**src/rtl/blink_led_top.sv**
```systemverilog
// Heartbeat blinker: divides USER_CLK to a BLINK_HZ square wave on an active-low LED.
// All state is reset synchronously by FPGA_CPU_RESET_B.
module blink_led_top #(
  parameter int CLK_FREQ_HZ = 100_000_000,
  parameter int BLINK_HZ    = 1
) (
  input  logic USER_CLK,
  input  logic FPGA_CPU_RESET_B,
  output logic GPIO_LED_N
);

  // BLINK_HZ of zero would divide by zero, so fall back to a legal value
  // and let the elaboration check below report it.
  localparam int HALF_PERIOD = (BLINK_HZ > 0) ? CLK_FREQ_HZ / (2 * BLINK_HZ) : 2;
  localparam int CNT_W       = (HALF_PERIOD > 1) ? $clog2(HALF_PERIOD) : 1;
  localparam logic [CNT_W-1:0] CNT_MAX  = CNT_W'(HALF_PERIOD - 1);
  localparam logic [CNT_W-1:0] CNT_ZERO = {CNT_W{1'b0}};
  localparam logic [CNT_W-1:0] CNT_ONE  = CNT_W'(1);

  if (HALF_PERIOD < 2) begin : g_bad_half_period
    $error("blink_led_top: HALF_PERIOD must be at least 2");
  end
  if (BLINK_HZ <= 0) begin : g_bad_blink_hz
    $error("blink_led_top: BLINK_HZ must be positive");
  end

  logic [CNT_W-1:0] cnt_r;
  logic [CNT_W-1:0] cnt_nxt_s;
  logic             tick_s;
  logic             led_on_r;
  logic             led_on_nxt_s;
  logic             led_n_r;

  // Prescaler wrap detection and LED toggle decision.
  always_comb begin
    tick_s       = 1'b0;
    cnt_nxt_s    = cnt_r;
    led_on_nxt_s = led_on_r;
    if (cnt_r == CNT_MAX) begin
      tick_s       = 1'b1;
      cnt_nxt_s    = CNT_ZERO;
      led_on_nxt_s = ~led_on_r;
    end else begin
      tick_s       = 1'b0;
      cnt_nxt_s    = cnt_r + CNT_ONE;
      led_on_nxt_s = led_on_r;
    end
  end

  // State registers; the pin has its own flop so nothing combinational follows it.
  always_ff @(posedge USER_CLK) begin
    if (!FPGA_CPU_RESET_B) begin
      cnt_r    <= CNT_ZERO;
      led_on_r <= 1'b0;
      led_n_r  <= 1'b1;
    end else begin
      cnt_r    <= cnt_nxt_s;
      led_on_r <= led_on_nxt_s;
      led_n_r  <= ~led_on_nxt_s;
    end
  end

  assign GPIO_LED_N = led_n_r;

endmodule

```
**config.mk**
```make
export PLATFORM = sky130hd
export DESIGN_NAME = blink_led_top
export DESIGN_NICKNAME = d
export VERILOG_FILES = /design/src/rtl/blink_led_top.sv
export SDC_FILE = /design/constraint.sdc
export NUM_CORES = 1
export LEC_CHECK = 0
export BUFFER_PORTS_ARGS = -buffer_cell sky130_fd_sc_hd__buf_4
export CAP_MARGIN = 5
export CELL_PAD_IN_SITES_DETAIL_PLACEMENT = 0
export CELL_PAD_IN_SITES_GLOBAL_PLACEMENT = 1
export CORE_UTILIZATION = 40
export CTS_BUF_LIST = sky130_fd_sc_hd__clkbuf_4
export DETAILED_ROUTE_END_ITERATION = 10
export PLACE_DENSITY = 0.67
export SYNTH_ARGS = -nofsm -noshare
export SYNTH_HDL_FRONTEND = slang
export SYNTH_SLANG_ARGS = --single-unit
```
**constraint.sdc**
```tcl
create_clock -name USER_CLK -period 3.39 [get_ports USER_CLK]
set_input_delay 0.5085 -clock USER_CLK [delete_from_list [all_inputs] [get_ports USER_CLK]]
set_output_delay 0.5085 -clock USER_CLK [all_outputs]
set_load 0.01 [all_outputs]
```
==> flow_summary_export.csv <==
group,metric,value,unit
outcome,outcome,"complete, no violations",
setup_path,end_kind,"register",
clock_network,post_cts_resized,0,
placed_design,routabilityCongestion,0.7286,
global_routing,grt_pass1_vias,1005,
sta,worst_slew_pin_slew,509.8,ps
clock_network,post_cts_buffers,0,
die,die_y,59.64,um
synth,yosysTopAreaCell,"dfxtp_1",
synth,syn_area,1329,um2
global_routing,grt_pass1_wl,4533,um
power_and_ir_drop,peakVddDrop,0.0001546,V
sta,period_minus_slack,2305,ps
run,max-cap-violations,0,
sta,fmax,0.4338,GHz
die,num_rows,20,
die,die_x,59.64,um
die,initial_utilization,42.82,%
detailed_routing,drt_iter0_drc,43,
detailed_routing,ant_nets,0,
setup_path,crit_required,3630,ps
synth,ys_top_cells_by_area,"dfxtp_1 42%, xnor2_1 7.3%, nor2_1 5.6%, o21ai_0 3.8%, or3_1 3.8%",
clock_network,cts_hold_buf,0,
detailed_routing,vias,1046,
power_and_ir_drop,leakage,0.4334,nW
setup_path,reg2reg_depth,6,
synth,synth_compound_area_share,10.17,%
clock_network,cts_max_level,1,
detailed_routing,routed_via_density,5.256,
detailed_routing,wire_per_inst,12.81,um
clock_network,cts_root_buffer,"clkbuf_4",
synth,synth-edff-count,0,
global_routing,grt_max_degree,16,
final_layout,syn_to_final_growth,5.650,%
sta,drv_slew,0,
clock_network,clock_path_buffers,2,
synth,async_reset_ff_share,0,%
clock_network,cts.sinks,28,
synth,avgSynthCellArea,8.742,um2
final_layout,diodes,0,
setup_path,cpPeakStageDelay,560,ps
clock_network,cts_tree,"yes",
die,ioPinCount,3,
setup_path,cp_slowest_cell,"or4_4",
setup_path,arrival,2540,ps
synth,synth-main-ff-cell,"dfxtp_1",
synth,syn_inst,152,
synth,synth.top_cell.area_share,42.18,%
clock_network,numCtsBuffers,3,
final_layout,fin_nets,159,
final_layout,drive_above_1_share,11.61,%
sta,fin_setup_tns,0,ps
setup_path,cp_cell_sequence,"ha_1 -> nand3_2 -> or4_4 -> o21ai_2 -> buf_4 -> a21oi_1",
synth,yosys-top-cells-count,"28 x dfxtp_1, 20 x nor2_1, 11 x xnor2_1, 10 x o21ai_0, 9 x a21oi_1",
synth,synth_nets,155,
power_and_ir_drop,power.density,351.8,nW/um2
worst_hold_path,hold_depth,2,
setup_path,path_class,"reg -> reg",
clock_network,clock_latency,340,ps
sta,rsz0062_at_grt,"no",
placed_design,numPortBuffers,2,
setup_path,crit_path_start_kind,"register",
worst_hold_path,hold_path.class,"in -> reg",
final_layout,multiInputGateArea,720.7,um2
placed_design,dp_hpwl,1824,um
die,die_area,3556,um2
synth,synthMuxAreaShare,0,%
synth,synthXorXnorAreaFrac,9.228,%
setup_path,cp_max_fo,14,
synth,synth_top_family_by_area,"simple AND/OR/NAND/NOR gates",
synth,synth.most_common_cell,"dfxtp_1",
die,placeableCoreArea,3103,um2
final_layout,final_core_util,45.24,%
detailed_routing,drt-pass1-iter-count,4,
synth,ys.warnings.count,0,
global_routing,antenna_found_initial,0,
global_routing,grt_use_total,17.31,%
synth,seq_area_frac_synth,42.18,%
detailed_routing,drt_wl_total,2549,um
final_layout,fillers,323,
final_layout,seqCellArea,560.5,um2
sta,clock_skew,6.337,ps
synth,netlist-cell-type-count,33,
clock_network,clkSlewWorstSetupHoldPaths,150,ps
detailed_routing,drc_errors,0,
sta,fin_crit_sh,68.01,%
synth,synthAdderAreaFrac,0.9416,%
global_routing,grt_overflow,0,
synth,yosys.area_share.simple,33.90,%
sta,setup_viol,0,
sta,slew_headroom,66.01,%
synth,ys_ff_latch,28,
sta,hold_viol_final,0,
## stage by stage
| step | instance area [um2] | power, mW | hold WS, ps | cells | worst slack, ps |
|---|---|---|---|---|---|
| 6_report | 1404 | 0.4938 | 375.7 | 199 | 1085 |
| 5_1_grt | 1404 | 0.5183 | 387.6 | 199 | 912.7 |
| 4_1_cts | 1404 | 0.5010 | 370.1 | 199 | 1049 |
| 3_5_place_dp | 1378 | 0.3553 | 468.3 | 195 | 1073 |
| 3_3_place_gp | 1378 | 0.3547 | 451.5 | 195 | 1159 |
| 2_1_floorplan | 1329 | 0.3514 | 439.8 | 152 | 1501 |
## where the power goes
| part | leakage [nW] | switching, mW | internal, mW |
|---|---|---|---|
| registers | 0.226 | 0.00338 | 0.332 |
| clock network | 0.0154 | 0.102 | 0.0434 |
| logic | 0.192 | 0.00769 | 0.00458 |
| total | 0.433 | 0.114 | 0.380 |
## cell type report
class | count | area share [%]
sequential | 28 | 39.93
inverter | 5 | 1.337
clock buffer | 3 | 1.604
tap | 44 | 3.922
multi-input combinational | 115 | 51.34
clock inverter | 1 | 0.2674
timing repair buffer | 3 | 1.604
## registers in the layout, indices dropped and copies added (netlist names)
signal	count
GPIO_LED_N	1
led_on_r	1
cnt_r	26
## cell usage in the layout (no fill, tap or decap), types with 3 or more instances in the layout
| cell type | instances |
|---|---|
| a21oi_1 | 9 |
| and4_1 | 3 |
| buf_4 | 3 |
| clkbuf_4 | 3 |
| dfxtp_1 | 28 |
| inv_1 | 5 |
| nand2_1 | 8 |
| nand3_1 | 6 |
| nand4_1 | 7 |
| nor2_1 | 20 |
| nor3_1 | 4 |
| nor4_1 | 4 |
| o21ai_0 | 10 |
| or3_1 | 8 |
| or4_4 | 3 |
| xnor2_1 | 11 |
| xor2_1 | 3 |
## metal layers
metal	vias to the layer above	GRT usage [%]	wire length, um
met5	-	0	0
met2	6	26.65	1104
met4	0	5.980	39
met3	5	5.240	60
met1	480	22.98	1345
li1	555	-	-
## critical path: cells and delay by family (launching register included)
kind	cells	cell delay, ps
simple gates	2	770
flops	1	420
compound gates	2	490
fa+ha+maj	1	220
buf+inv	1	300
## kinds of logic (layout without fill, tap and decap cells)
kind of cell | Yosys count | count (layout)
simple gates | 76 | 76
compound gates | 24 | 24
buf+inv | 9 | 12
flops | 28 | 28
fa+ha+maj | 1 | 1
xor+xnor | 14 | 14
## final timing paths
kind / startpoint / endpoint / slack [ps]
worst max register to register: cnt_r[0] / cnt_r[20] / 1080
worst max-delay path: cnt_r[0] / cnt_r[20] / 1080
worst min-delay path: FPGA_CPU_RESET_B / GPIO_LED_N / 380
worst min register to register: cnt_r[0] / cnt_r[0] / 500
No activity file was read; power rests on OpenSTA's default activity.
